File: config.mk
export PLATFORM = sky130hd
export DESIGN_NAME = lookupflow_learn_flat
export DESIGN_NICKNAME = d
export VERILOG_FILES = /design/src/rtl/lookupflow_pkg.sv /design/src/rtl/lookupflow_learn_if.sv /design/src/rtl/lookupflow_fdb_entry.sv /design/src/rtl/lookupflow_learn.sv /design/src/flat_wrapper.sv
export SDC_FILE = /design/constraint.sdc
export NUM_CORES = 2
export LEC_CHECK = 0
export ABC_CLOCK_PERIOD_IN_PS = 6800
export BUFFER_PORTS_ARGS = -buffer_cell sky130_fd_sc_hd__buf_4
export CAP_MARGIN = 20
export CORE_MARGIN = 4
export CORE_UTILIZATION = 45
export CTS_CLUSTER_DIAMETER = 60
export DETAILED_ROUTE_END_ITERATION = 8
export GPL_TIMING_DRIVEN = 0
export SETUP_SLACK_MARGIN = 0.4
export SYNTH_ARGS = -nofsm -noshare
export SYNTH_HDL_FRONTEND = slang
export SYNTH_HIERARCHICAL = 1
export SYNTH_SLANG_ARGS = --single-unit
File: constraint.sdc
create_clock -name sys_clk -period 6.8 [get_ports sys_clk]
set_input_delay 0.34 -clock sys_clk [delete_from_list [all_inputs] [get_ports sys_clk]]
set_output_delay 0.34 -clock sys_clk [all_outputs]
set_load 0.02 [all_outputs]
File: src/rtl/lookupflow_pkg.sv
// Shared definitions for the learning flow lookup.
//   - FSM state encoding
//   - tuple slice positions and the MAC multicast bit
//   - flood-mask helper (every port except the ingress port)
package lookupflow_pkg;

   typedef enum logic [1:0] {
      ST_IDLE   = 2'd0,
      ST_SEARCH = 2'd1,
      ST_UPDATE = 2'd2,
      ST_ACK    = 2'd3
   } state_e;

   localparam int MACW          = 48;
   localparam int MAC_MCAST_BIT = 40;
   localparam int DST_MSB       = 95;
   localparam int DST_LSB       = 48;
   localparam int SRC_MSB       = 47;
   localparam int SRC_LSB       = 0;
   localparam int MAX_NPORT     = 32;

   // Caller truncates the result to its own port count, which leaves
   // {NPORT{1}} & ~in_port.
   function automatic logic [MAX_NPORT-1:0] flood_mask(input logic [MAX_NPORT-1:0] in_port);
      return ~in_port;
   endfunction

endpackage

File: src/rtl/lookupflow_learn_if.sv
// Request/response bundle between the RX parser (master) and the lookup (slave).
//   req/tuple/in_port/cmd_mode/cmd_fwd_port : lookup request
//   age_tick/flush                          : table maintenance strobes
//   ack/fwd_port/hit/busy                   : result and status
interface lookupflow_learn_if #(
   parameter int NPORT = 4
);
   logic             req;
   logic [95:0]      tuple;
   logic [NPORT-1:0] in_port;
   logic             cmd_mode;
   logic [NPORT-1:0] cmd_fwd_port;
   logic             age_tick;
   logic             flush;
   logic             ack;
   logic [NPORT-1:0] fwd_port;
   logic             hit;
   logic             busy;

   modport master (
      output req, tuple, in_port, cmd_mode, cmd_fwd_port, age_tick, flush,
      input  ack, fwd_port, hit, busy
   );

   modport slave (
      input  req, tuple, in_port, cmd_mode, cmd_fwd_port, age_tick, flush,
      output ack, fwd_port, hit, busy
   );
endinterface

File: src/rtl/lookupflow_fdb_entry.sv
// One MAC table entry: valid bit, MAC, port and age counter.
//   clr_i      : invalidate (flush)
//   wr_en_i    : load wr_mac_i/wr_port_i, set valid, age = AGE_MAX
//   age_tick_i : decrement age; entry drops out when age goes 1 -> 0
//   dst/src_match_o : valid entry equal to the presented dst/src MAC
module lookupflow_fdb_entry
   import lookupflow_pkg::*;
#(
   parameter int NPORT   = 4,
   parameter int AGEW    = 4,
   parameter int AGE_MAX = 15
) (
   input  logic             clk_i,
   input  logic             rst_ni,
   input  logic             clr_i,
   input  logic             age_tick_i,
   input  logic             wr_en_i,
   input  logic [MACW-1:0]  wr_mac_i,
   input  logic [NPORT-1:0] wr_port_i,
   input  logic [MACW-1:0]  dst_mac_i,
   input  logic [MACW-1:0]  src_mac_i,
   output logic             valid_o,
   output logic [NPORT-1:0] port_o,
   output logic             dst_match_o,
   output logic             src_match_o
);

   logic             valid_q, valid_d;
   logic [MACW-1:0]  mac_q,   mac_d;
   logic [NPORT-1:0] port_q,  port_d;
   logic [AGEW-1:0]  age_q,   age_d;

   // Next entry state: a write wins over the aging step in the same cycle.
   always_comb begin
      valid_d = valid_q;
      mac_d   = mac_q;
      port_d  = port_q;
      age_d   = age_q;
      if (clr_i) begin
         valid_d = 1'b0;
      end else if (wr_en_i) begin
         valid_d = 1'b1;
         mac_d   = wr_mac_i;
         port_d  = wr_port_i;
         age_d   = AGEW'(AGE_MAX);
      end else if (age_tick_i && valid_q && (age_q != {AGEW{1'b0}})) begin
         age_d = age_q - AGEW'(1);
         if (age_q == AGEW'(1)) begin
            valid_d = 1'b0;
         end else begin
            valid_d = valid_q;
         end
      end else begin
         age_d = age_q;
      end
   end

   // Entry storage.
   always_ff @(posedge clk_i or negedge rst_ni) begin
      if (!rst_ni) begin
         valid_q <= 1'b0;
         mac_q   <= {MACW{1'b0}};
         port_q  <= {NPORT{1'b0}};
         age_q   <= {AGEW{1'b0}};
      end else begin
         valid_q <= valid_d;
         mac_q   <= mac_d;
         port_q  <= port_d;
         age_q   <= age_d;
      end
   end

   assign valid_o     = valid_q;
   assign port_o      = port_q;
   assign dst_match_o = valid_q && (mac_q == dst_mac_i);
   assign src_match_o = valid_q && (mac_q == src_mac_i);

endmodule

File: src/rtl/lookupflow_learn.sv
// Learning MAC lookup: scans a DEPTH-entry table one entry per cycle, learns
// the source MAC, ages entries and returns a one-hot forwarding mask.
// Static mode forwards to the host-supplied mask with no table access.
//   sys_clk, sys_rst_n : clock, async active-low reset
//   bus (slave)        : request, maintenance strobes, result/status
module lookupflow_learn
   import lookupflow_pkg::*;
#(
   parameter int NPORT   = 4,
   parameter int DEPTH   = 8,
   parameter int AGEW    = 4,
   parameter int AGE_MAX = 15
) (
   input  logic               sys_clk,
   input  logic               sys_rst_n,
   lookupflow_learn_if.slave  bus
);

   localparam int             IDXW     = $clog2(DEPTH);
   localparam logic [IDXW-1:0] LAST_IDX = IDXW'(DEPTH - 1);

   state_e state_q, state_d;

   logic [MACW-1:0]  dst_q, dst_d, src_q, src_d;
   logic [NPORT-1:0] in_port_q, in_port_d;
   logic [IDXW-1:0]  idx_q, idx_d, rr_q, rr_d;
   logic             dst_found_q, dst_found_d, src_found_q, src_found_d;
   logic             free_found_q, free_found_d;
   logic [NPORT-1:0] dst_port_q, dst_port_d;
   logic [IDXW-1:0]  src_idx_q, src_idx_d, free_idx_q, free_idx_d;
   logic [NPORT-1:0] res_port_q, res_port_d;
   logic             res_hit_q, res_hit_d;
   logic             flush_pend_q, flush_pend_d;
   logic             ack_q, ack_d, hit_q, hit_d, busy_q, busy_d;
   logic [NPORT-1:0] fwd_q, fwd_d;

   logic             clr_s, learn_ok_s;
   logic [DEPTH-1:0] wr_en_s, valid_s, dst_match_s, src_match_s;
   logic [NPORT-1:0] port_s [DEPTH];
   logic [NPORT-1:0] flood_s;

   for (genvar g = 0; g < DEPTH; g++) begin : gen_entry
      lookupflow_fdb_entry #(.NPORT(NPORT), .AGEW(AGEW), .AGE_MAX(AGE_MAX)) u_entry (
         .clk_i       (sys_clk),
         .rst_ni      (sys_rst_n),
         .clr_i       (clr_s),
         .age_tick_i  (bus.age_tick),
         .wr_en_i     (wr_en_s[g]),
         .wr_mac_i    (src_q),
         .wr_port_i   (in_port_q),
         .dst_mac_i   (dst_q),
         .src_mac_i   (src_q),
         .valid_o     (valid_s[g]),
         .port_o      (port_s[g]),
         .dst_match_o (dst_match_s[g]),
         .src_match_o (src_match_s[g])
      );
   end

   assign flood_s    = NPORT'(flood_mask(MAX_NPORT'(in_port_q)));
   assign learn_ok_s = !src_q[MAC_MCAST_BIT] && (src_q != {MACW{1'b0}});

   // FSM state register.
   always_ff @(posedge sys_clk or negedge sys_rst_n) begin
      if (!sys_rst_n) begin
         state_q <= ST_IDLE;
      end else begin
         state_q <= state_d;
      end
   end

   // FSM next state; a pending flush blocks capture for one IDLE cycle.
   always_comb begin
      state_d = state_q;
      case (state_q)
         ST_IDLE: begin
            if (flush_pend_q || bus.flush) begin
               state_d = ST_IDLE;
            end else if (bus.req) begin
               state_d = bus.cmd_mode ? ST_SEARCH : ST_ACK;
            end else begin
               state_d = ST_IDLE;
            end
         end
         ST_SEARCH: begin
            if (idx_q == LAST_IDX) begin
               state_d = ST_UPDATE;
            end else begin
               state_d = ST_SEARCH;
            end
         end
         ST_UPDATE: state_d = ST_ACK;
         ST_ACK:    state_d = ST_IDLE;
         default:   state_d = ST_IDLE;
      endcase
   end

   // FSM outputs: capture, scan bookkeeping, learning writes and result.
   always_comb begin
      dst_d        = dst_q;
      src_d        = src_q;
      in_port_d    = in_port_q;
      idx_d        = idx_q;
      rr_d         = rr_q;
      dst_found_d  = dst_found_q;
      src_found_d  = src_found_q;
      free_found_d = free_found_q;
      dst_port_d   = dst_port_q;
      src_idx_d    = src_idx_q;
      free_idx_d   = free_idx_q;
      res_port_d   = res_port_q;
      res_hit_d    = res_hit_q;
      clr_s        = 1'b0;
      wr_en_s      = {DEPTH{1'b0}};
      // A flush seen outside IDLE waits until the current transaction is done.
      if (state_q == ST_IDLE) begin
         flush_pend_d = 1'b0;
      end else if (bus.flush) begin
         flush_pend_d = 1'b1;
      end else begin
         flush_pend_d = flush_pend_q;
      end
      case (state_q)
         ST_IDLE: begin
            if (flush_pend_q || bus.flush) begin
               clr_s = 1'b1;
            end else if (bus.req && !bus.cmd_mode) begin
               res_port_d = bus.cmd_fwd_port;
               res_hit_d  = 1'b0;
            end else if (bus.req) begin
               dst_d        = bus.tuple[DST_MSB:DST_LSB];
               src_d        = bus.tuple[SRC_MSB:SRC_LSB];
               in_port_d    = bus.in_port;
               idx_d        = {IDXW{1'b0}};
               dst_found_d  = 1'b0;
               src_found_d  = 1'b0;
               free_found_d = 1'b0;
            end else begin
               clr_s = 1'b0;
            end
         end
         ST_SEARCH: begin
            if (!dst_found_q && dst_match_s[idx_q]) begin
               dst_found_d = 1'b1;
               dst_port_d  = port_s[idx_q];
            end else begin
               dst_found_d = dst_found_q;
            end
            if (!src_found_q && src_match_s[idx_q]) begin
               src_found_d = 1'b1;
               src_idx_d   = idx_q;
            end else begin
               src_found_d = src_found_q;
            end
            if (!free_found_q && !valid_s[idx_q]) begin
               free_found_d = 1'b1;
               free_idx_d   = idx_q;
            end else begin
               free_found_d = free_found_q;
            end
            if (idx_q == LAST_IDX) begin
               idx_d = {IDXW{1'b0}};
            end else begin
               idx_d = idx_q + IDXW'(1);
            end
         end
         ST_UPDATE: begin
            // Source learning: refresh, else first free slot, else round-robin victim.
            if (!learn_ok_s) begin
               rr_d = rr_q;
            end else if (src_found_q) begin
               wr_en_s[src_idx_q] = 1'b1;
            end else if (free_found_q) begin
               wr_en_s[free_idx_q] = 1'b1;
            end else begin
               wr_en_s[rr_q] = 1'b1;
               if (rr_q == LAST_IDX) begin
                  rr_d = {IDXW{1'b0}};
               end else begin
                  rr_d = rr_q + IDXW'(1);
               end
            end
            // Forwarding: flood multicast/unknown, filter same-port, else unicast.
            if (dst_q[MAC_MCAST_BIT] || !dst_found_q) begin
               res_port_d = flood_s;
               res_hit_d  = 1'b0;
            end else if (dst_port_q == in_port_q) begin
               res_port_d = {NPORT{1'b0}};
               res_hit_d  = 1'b1;
            end else begin
               res_port_d = dst_port_q;
               res_hit_d  = 1'b1;
            end
         end
         ST_ACK: begin
            res_port_d = res_port_q;
         end
         default: begin
            res_port_d = res_port_q;
         end
      endcase
      // Result strobe follows the ACK state by one cycle; mask/hit held until the next one.
      ack_d  = (state_q == ST_ACK);
      busy_d = (state_d != ST_IDLE);
      if (state_q == ST_ACK) begin
         fwd_d = res_port_q;
         hit_d = res_hit_q;
      end else begin
         fwd_d = fwd_q;
         hit_d = hit_q;
      end
   end

   // Datapath and output registers.
   always_ff @(posedge sys_clk or negedge sys_rst_n) begin
      if (!sys_rst_n) begin
         dst_q        <= {MACW{1'b0}};
         src_q        <= {MACW{1'b0}};
         in_port_q    <= {NPORT{1'b0}};
         idx_q        <= {IDXW{1'b0}};
         rr_q         <= {IDXW{1'b0}};
         dst_found_q  <= 1'b0;
         src_found_q  <= 1'b0;
         free_found_q <= 1'b0;
         dst_port_q   <= {NPORT{1'b0}};
         src_idx_q    <= {IDXW{1'b0}};
         free_idx_q   <= {IDXW{1'b0}};
         res_port_q   <= {NPORT{1'b0}};
         res_hit_q    <= 1'b0;
         flush_pend_q <= 1'b0;
         ack_q        <= 1'b0;
         fwd_q        <= {NPORT{1'b0}};
         hit_q        <= 1'b0;
         busy_q       <= 1'b0;
      end else begin
         dst_q        <= dst_d;
         src_q        <= src_d;
         in_port_q    <= in_port_d;
         idx_q        <= idx_d;
         rr_q         <= rr_d;
         dst_found_q  <= dst_found_d;
         src_found_q  <= src_found_d;
         free_found_q <= free_found_d;
         dst_port_q   <= dst_port_d;
         src_idx_q    <= src_idx_d;
         free_idx_q   <= free_idx_d;
         res_port_q   <= res_port_d;
         res_hit_q    <= res_hit_d;
         flush_pend_q <= flush_pend_d;
         ack_q        <= ack_d;
         fwd_q        <= fwd_d;
         hit_q        <= hit_d;
         busy_q       <= busy_d;
      end
   end

   assign bus.ack      = ack_q;
   assign bus.fwd_port = fwd_q;
   assign bus.hit      = hit_q;
   assign bus.busy     = busy_q;

endmodule

File: src/flat_wrapper.sv
// flat-port wrapper written by rule: the top's interface ports become plain ports
module lookupflow_learn_flat import lookupflow_pkg::*;
#(
   parameter int NPORT   = 4,
   parameter int DEPTH   = 8,
   parameter int AGEW    = 4,
   parameter int AGE_MAX = 15
)
  (sys_clk, sys_rst_n, bus_req, bus_tuple, bus_in_port, bus_cmd_mode, bus_cmd_fwd_port, bus_age_tick, bus_flush, bus_ack, bus_fwd_port, bus_hit, bus_busy);
  lookupflow_learn_if #(.NPORT(NPORT)) bus_i ();
  input  logic sys_clk;
  input  logic sys_rst_n;
  input wire logic [$bits(bus_i.req)-1:0] bus_req;
  input wire logic [$bits(bus_i.tuple)-1:0] bus_tuple;
  input wire logic [$bits(bus_i.in_port)-1:0] bus_in_port;
  input wire logic [$bits(bus_i.cmd_mode)-1:0] bus_cmd_mode;
  input wire logic [$bits(bus_i.cmd_fwd_port)-1:0] bus_cmd_fwd_port;
  input wire logic [$bits(bus_i.age_tick)-1:0] bus_age_tick;
  input wire logic [$bits(bus_i.flush)-1:0] bus_flush;
  output wire logic [$bits(bus_i.ack)-1:0] bus_ack;
  output wire logic [$bits(bus_i.fwd_port)-1:0] bus_fwd_port;
  output wire logic [$bits(bus_i.hit)-1:0] bus_hit;
  output wire logic [$bits(bus_i.busy)-1:0] bus_busy;
  assign bus_i.req = bus_req;
  assign bus_i.tuple = bus_tuple;
  assign bus_i.in_port = bus_in_port;
  assign bus_i.cmd_mode = bus_cmd_mode;
  assign bus_i.cmd_fwd_port = bus_cmd_fwd_port;
  assign bus_i.age_tick = bus_age_tick;
  assign bus_i.flush = bus_flush;
  assign bus_ack = bus_i.ack;
  assign bus_fwd_port = bus_i.fwd_port;
  assign bus_hit = bus_i.hit;
  assign bus_busy = bus_i.busy;
  lookupflow_learn #(.NPORT(NPORT), .DEPTH(DEPTH), .AGEW(AGEW), .AGE_MAX(AGE_MAX)) u_core (.sys_clk(sys_clk), .sys_rst_n(sys_rst_n), .bus(bus_i));
endmodule
Word level (Yosys, flattened, before mapping)
Index checks and enable logic that the tools add are counted.
{"block": "word_totals", "output_inout_bits": 7, "inputBits": 110, "ff_bits": 590, "elab_cells": 333}
{"block": "op_classes", "bitwise_logic": 7, "n_mux": 100, "eq_ne": 37, "n_addsub": 10, "magnitude_cmp": 8, "reduce_logical": 120}
{"operator": "== test 48 bit", "count": 16}
{"operator": "2-to-1 mux 4 bit", "count": 22}
{"operator": "AND reduction 2 bit", "count": 27}
{"operator": "2-to-1 mux 1 bit", "count": 51}
{"operator": "nonzero test 3 bit", "count": 16}
{"operator": "nonzero test 48 bit", "count": 1}
{"operator": "logical AND 1 bit", "count": 40}
{"operator": "== test 4 x 1 -> 1 bit (second input constant)", "count": 8}
{"operator": "2-to-1 mux 8 bit", "count": 4}
{"operator": "nonzero test 4 bit", "count": 8}
{"operator": "subtractor 4 x 1 -> 4 bit (second input constant)", "count": 8}
{"operator": "nonzero test 2 bit", "count": 12}
{"operator": "less-than comparator 3 x 4 -> 1 bit (second input constant)", "count": 4}
{"operator": "2-to-1 mux 3 bit", "count": 5}
{"operator": "AND reduction 5 bit", "count": 3}
{"operator": "binary-select mux 4 bit (select 3 bit)", "count": 1}
{"operator": "AND reduction 4 bit", "count": 3}
{"operator": "binary-select mux 1 bit (select 3 bit)", "count": 3}
{"operator": "demux 1 bit (select 3 bit)", "count": 3}
{"operator": "greater-or-equal comparator 3 x 1 -> 1 bit (second input constant)", "count": 3}
{"operator": "2-to-1 mux 2 bit", "count": 4}
{"operator": "inequality test 2 bit (second input constant)", "count": 4}
{"operator": "case mux 1 bit (2 select lines)", "count": 4}
{"operator": "case mux 2 bit (4 select lines)", "count": 1}
{"operator": "other kinds (16)", "count": 31}

Longest topological paths before layout
{"block": "logic_depth", "word_depth": 10, "depth_mapped": 11, "mapped_depth_nobuf": 9}

Cells and area by module
The synthesis kept the hierarchy.
{"module": "lookupflow_fdb_entry", "n_inst": 8, "area_per_inst_um2": 3281.9, "cells_each": 382, "seq_area_each_um2": 1426.4}
{"module": "lookupflow_learn", "n_inst": 1, "area_per_inst_um2": 6095.8, "cells_each": 650, "seq_area_each_um2": 3353.2}

Worst setup path after synthesis
No wires, ideal clock.
{"block": "synth_timing", "path_type": "reg2reg", "startpoint": "register u_core.state_q[1]", "endpoint": "register u_core.gen_entry[0].u_entry.age_q[1]", "path_stages_with_launch": 7, "required_ps": 6654, "setup_ps": 146, "arrival_time_ps": 2712, "n_path_buf": 3, "path_slack_ps": 3942, "synth_period_minus_slack_ps": 2858, "cell_sequence": "dfrtp_1 clkbuf_1 nor3_1 nand2b_1 buf_2 buf_1 o211ai_1"}
{"block": "synth_via", "elab_chain_cells": 4, "word_cells_on_any_way": 8, "cone_classes": "1 x eq/ne; 3 x mux; 1 x bitwise; 3 x reduce/logical"}
{"item": "start, declared", "line": "lookupflow_learn.sv:22", "rtl": "state_e state_q, state_d;"}
{"item": "start signal, assigned", "line": "lookupflow_learn.sv:68", "rtl": "state_q <= state_d;"}
{"item": "zero test 2 bit", "line": "lookupflow_learn.sv:123", "rtl": "case (state_q)"}
{"item": "2-to-1 mux 1 bit", "line": "lookupflow_learn.sv:123"}
{"item": "net u_core.clr_s", "line": "lookupflow_learn.sv:37", "rtl": "logic clr_s, learn_ok_s;"}
{"item": "inverter 1 bit (no source line)"}
{"item": "AND reduction 2 bit (no source line)"}
{"item": "end signal, assigned", "line": "lookupflow_fdb_entry.sv:64", "rtl": "age_q <= {AGEW{1'b0}};"}
{"item": "end signal, assigned", "line": "lookupflow_fdb_entry.sv:69", "rtl": "age_q <= age_d;"}
{"item": "end, declared", "line": "lookupflow_fdb_entry.sv:31", "rtl": "logic [AGEW-1:0] age_q, age_d;"}
The timed path passes the listed nets, and every way through them passes these cells.
A chain may end at the register's enable or synchronous reset.

Worst setup path after layout
{"block": "layout_timing", "startpoint": "register u_core.dst_q[45]", "endpoint": "register u_core.dst_port_q[2]"}
{"block": "layout_via", "elab_chain_cells": 6, "word_cells_on_any_way": 20, "cone_classes": "8 x eq/ne; 2 x mux; 10 x reduce/logical"}
{"item": "start, declared", "line": "lookupflow_learn.sv:24", "rtl": "logic [MACW-1:0] dst_q, dst_d, src_q, src_d;"}
{"item": "start signal, assigned", "line": "lookupflow_learn.sv:217", "rtl": "dst_q <= {MACW{1'b0}};"}
{"item": "start signal, assigned", "line": "lookupflow_learn.sv:236", "rtl": "dst_q <= dst_d;"}
{"item": "== test 48 bit", "line": "lookupflow_fdb_entry.sv:75", "rtl": "assign dst_match_o = valid_q && (mac_q == dst_mac_i);"}
{"item": "logical AND 1 bit", "line": "lookupflow_fdb_entry.sv:75"}
{"item": "net u_core.dst_match_s[5]", "line": "lookupflow_learn.sv:38", "rtl": "logic [DEPTH-1:0] wr_en_s, valid_s, dst_match_s, src_match_s;"}
{"item": "binary-select mux 1 bit (select 3 bit)", "line": "lookupflow_learn.sv:143", "rtl": "if (!dst_found_q && dst_match_s[idx_q]) begin"}
{"item": "2-to-1 mux 1 bit (implied by the code)", "line": "lookupflow_learn.sv:143"}
{"item": "logical AND 1 bit", "line": "lookupflow_learn.sv:143"}
{"item": "AND reduction 2 bit (no source line)"}
{"item": "end signal, assigned", "line": "lookupflow_learn.sv:225", "rtl": "dst_port_q <= {NPORT{1'b0}};"}
{"item": "end signal, assigned", "line": "lookupflow_learn.sv:244", "rtl": "dst_port_q <= dst_port_d;"}
{"item": "end, declared", "line": "lookupflow_learn.sv:29", "rtl": "logic [NPORT-1:0] dst_port_q, dst_port_d;"}
The timed path passes the listed nets, and every way through them passes these cells. The select of a mux whose other input is x is not followed.

==> run metrics <==
Setup TNS 0 ps; antenna violations before repair 0; Max-Cap Viols 0; IO buf count 116; CP endpoint kind flip-flop; router iterations before antenna repair 8; Mapped Cells 3,706; Worst Skew 18.3 ps; Setup WS post-layout 2240 ps; Critical Path, Cell by Cell xor2_1 -> nor4_1 -> nand4_1 -> nor4_2 -> mux4_2 -> mux2i_1 -> or3_1 -> buf_2 -> nand2_1 -> o21ai_0; Mapped Area 32,400 um^2; worst reg2reg setup slack 2240 ps; switching part of the total 44.2%; WP data arrival 5070 ps; worst slack at placement 2350 ps; largest net degree at the start of global routing 120; Slew @ Worst Pin 1240 ps; Die Area 76,200 um^2; CTS Root Cell clkbuf_16; core box area 71,400 um^2; r2r startpoint u_core/dst_q[45]; Skew-Pair Late Insertion Delay 630 ps; PostCTS Resize Cnt 0; Ys Warns 6; number of H-tree levels 3; CTS tree done; crit path buf inv count 1; Critical Path Fanout Max 9; Post-synth ARST share 100%; register area 14,800 um^2; Detail Placement HPWL 93,000 um; Slowest cell on crit path nor4_1; worst hold stages 3; Post-Route WL 127,000 um; die width 276 um; syn nets 3,836; Slew HR 17.0%; Worst path top cell family by delay simple AND/OR/NAND/NOR gates; WL per Instance 25.3 um; power share of the sequential group 42.9%; gpl congestion 1.01; CTS Buf Count 73; ant diodes 0; Post-synth top flop dfrtp_1; fill count 6,682; Worst R2R Path Depth 10; Placed Cells 4,787; setup violators final 0; Avg Cell Area, Syn 8.73 um^2; total gr overflow 0; via count 27,649; GRT Util Overall 32.7%; Layout area overhead 18.9%; CTS max path bufs 3; switching power 7.07 mW; Clock Power Share 25.8%; vias in the first global route 27,194; Tmin final 4560 ps; Post-synth EDFFs 0; endpoints failing hold 0; vias per cell 5.51; share of cells above drive strength 1 8.03%; I/O pin total 117; period utilization 67.1%; Final Non-Filler Cells 5,022; worst reg2reg path endpoint u_core/dst_port_q[2]; multi-input logic area 16,800 um^2; leakage power 21.7 nW; register area share after synthesis 45.6%; hold wc startpoint bus_cmd_fwd_port[1]; Die Ht 276 um; std cell rows 98; DRC Markers 0; CP startpoint kind flip-flop; fin. max-slew vios 0; first-pass GRT wire length 184,000 um; final net count 4,148; critical path data required time 7300 ps; Initial DRC Count 2,751; Pint 8.91 mW; PD cells 416 nW/um^2; Total Power 16.0 mW; Initial Utilization 45.3%; biggest cell delay along the critical path 1060 ps; clock slew at reported path FFs 50 ps; WS Path Type reg2reg; fmax 0.219 GHz; #FFs+latches synth 590; Logic pwr share 31.3%; RSZ-0062 raised after global routing no; Clock Sinks 590; Hold WC Path Type in2reg; Max VDD drop 313 uV; Hold EP u_core/res_port_q[1]; Yosys cell types 52; status completed; DRT antenna net count 0
Yosys cell counts (12+ instances only):
cell	number	share of area, %
a211oi_1	12	0.28
a21oi_1	30	0.46
buf_1	42	0.49
buf_2	29	0.45
clkbuf_1	58	0.67
dfrtp_1	590	46
ha_1	20	0.77
inv_1	54	0.63
mux4_2	15	1.0
nand2_1	1556	18
nand2b_1	33	0.64
nand3_1	34	0.53
nand4_1	45	0.87
nor2_1	50	0.58
nor2b_1	22	0.43
nor3_1	17	0.26
nor4_1	178	3.4
nor4_2	12	0.46
o21ai_0	33	0.51
xnor2_1	48	1.3
xor2_1	716	19
worst max path at each step:
| stage | startpoint | end | slack (ps) | cells after the start |
|---|---|---|---|---|
| 3_5_place_dp | u_core/dst_q[45] | u_core/dst_port_q[2] | 2350 | 10 |
| 5_1_grt | u_core/dst_q[45] | u_core/dst_port_q[2] | 2310 | 9 |
| 2_1_floorplan | u_core/state_q[1] | u_core/gen_entry[0].u_entry/age_q[1] | 3940 | 6 |
| 6_report | u_core/dst_q[45] | u_core/dst_port_q[2] | 2240 | 10 |
| 4_1_cts | u_core/dst_q[45] | u_core/dst_port_q[2] | 2340 | 9 |
| 3_3_place_gp | sys_rst_n | u_core/src_q[3] | -1510 | 1 |
layout make-up:
type	instances	share of cell area [%]
tap	950	3.09
inverter	54	0.527
clock inverter	30	1.16
timing repair buffer	237	6.17
multi-input combinational	2931	43.8
clock buffer	99	5.43
sequential	590	38.4
buffer	131	1.41
layout by cell type, fill, tap and decap left out, types with 42 or more instances in the layout:
| cell type | netlist | layout |
|---|---|---|
| dlygate4sd3_1 | 0 | 103 |
| clkbuf_1 | 58 | 69 |
| buf_4 | 1 | 116 |
| nor4_1 | 178 | 178 |
| xor2_1 | 716 | 716 |
| dfrtp_1 | 590 | 589 |
| nand4_1 | 45 | 45 |
| nand2_1 | 1556 | 1556 |
| inv_1 | 54 | 54 |
| nor2_1 | 50 | 50 |
| xnor2_1 | 48 | 48 |
| clkbuf_16 | 0 | 75 |
| buf_1 | 42 | 42 |
through the flow:
step / util, % / cell area (um^2) / hold WS, ps
after global placement: 48.2 / 34400 / 455
after detailed placement: 48.8 / 34800 / 359
after global routing: 53.9 / 38500 / 27.7
after CTS: 53.8 / 38400 / 11.6
after floorplan: - / 32400 / 44.4
final: 53.9 / 38500 / 34.3
power groups by stage:
| stage | sequential [mW] | clock (mW) | combinational [mW] |
|---|---|---|---|
| 2_1_floorplan | 5.69 | 0 | 3.11 |
| 3_3_place_gp | 6.97 | 0 | 4.43 |
| 3_5_place_dp | 6.85 | 0 | 4.74 |
| 4_1_cts | 6.80 | 4.19 | 4.82 |
| 5_1_grt | 6.88 | 4.34 | 5.39 |
| 6_report | 6.85 | 4.13 | 5.01 |
cell families (layout without fill, tap and decap cells):
kind of cell	count (synthesis)	count (layout)	synth area share, %
AOI/OAI and AO/OA	126	126	2.73
xor gates and xnor gates	764	764	20.7
adders and majority gates	20	20	0.774
buffers and inverters	185	551	2.30
DFF	590	590	45.6
muxes	34	34	1.68
and+or+nand+nor	1987	1987	26.2
what timing repair did:
item                                   4_1_cts  5_1_grt
endpoints found under the hold margin      167        0
setup buffers                                0        0
hold buffers                               103        0
state kept, by name (all words and copies together), names as in the netlist, 2 cells and up:
| signal | cells |
|---|---|
| u_core/gen_entry.u_entry/age_q | 32 |
| u_core/free_idx_q | 3 |
| u_core/gen_entry.u_entry/valid_o | 8 |
| u_core/dst_q | 48 |
| u_core/gen_entry.u_entry/mac_q | 384 |
| u_core/in_port_q | 4 |
| u_core/src_q | 48 |
| u_core/gen_entry.u_entry/port_o | 32 |
| u_core/dst_port_q | 4 |
| u_core/state_q | 2 |
| u_core/idx_q | 3 |
| u_core/res_port_q | 4 |
| u_core/bus.fwd_port | 4 |
| u_core/rr_q | 3 |
| u_core/src_idx_q | 3 |
metal layers:
| metal | track usage, % | share of wire [%] | vias up |
|---|---|---|---|
| met4 | 21.7 | 8.4 | 0 |
| met5 | 0 | 0 | - |
| met3 | 4.31 | 6.8 | 376 |
| met1 | 42.1 | 40 | 13473 |
| li1 | - | - | 12585 |
| met2 | 51.8 | 45 | 1215 |
tightest hold or removal path, stage by stage:
cell,delay [ps]
buf_4,110
nor2_1,100
a211oi_1,80
(Power assumes the default switching activity.)
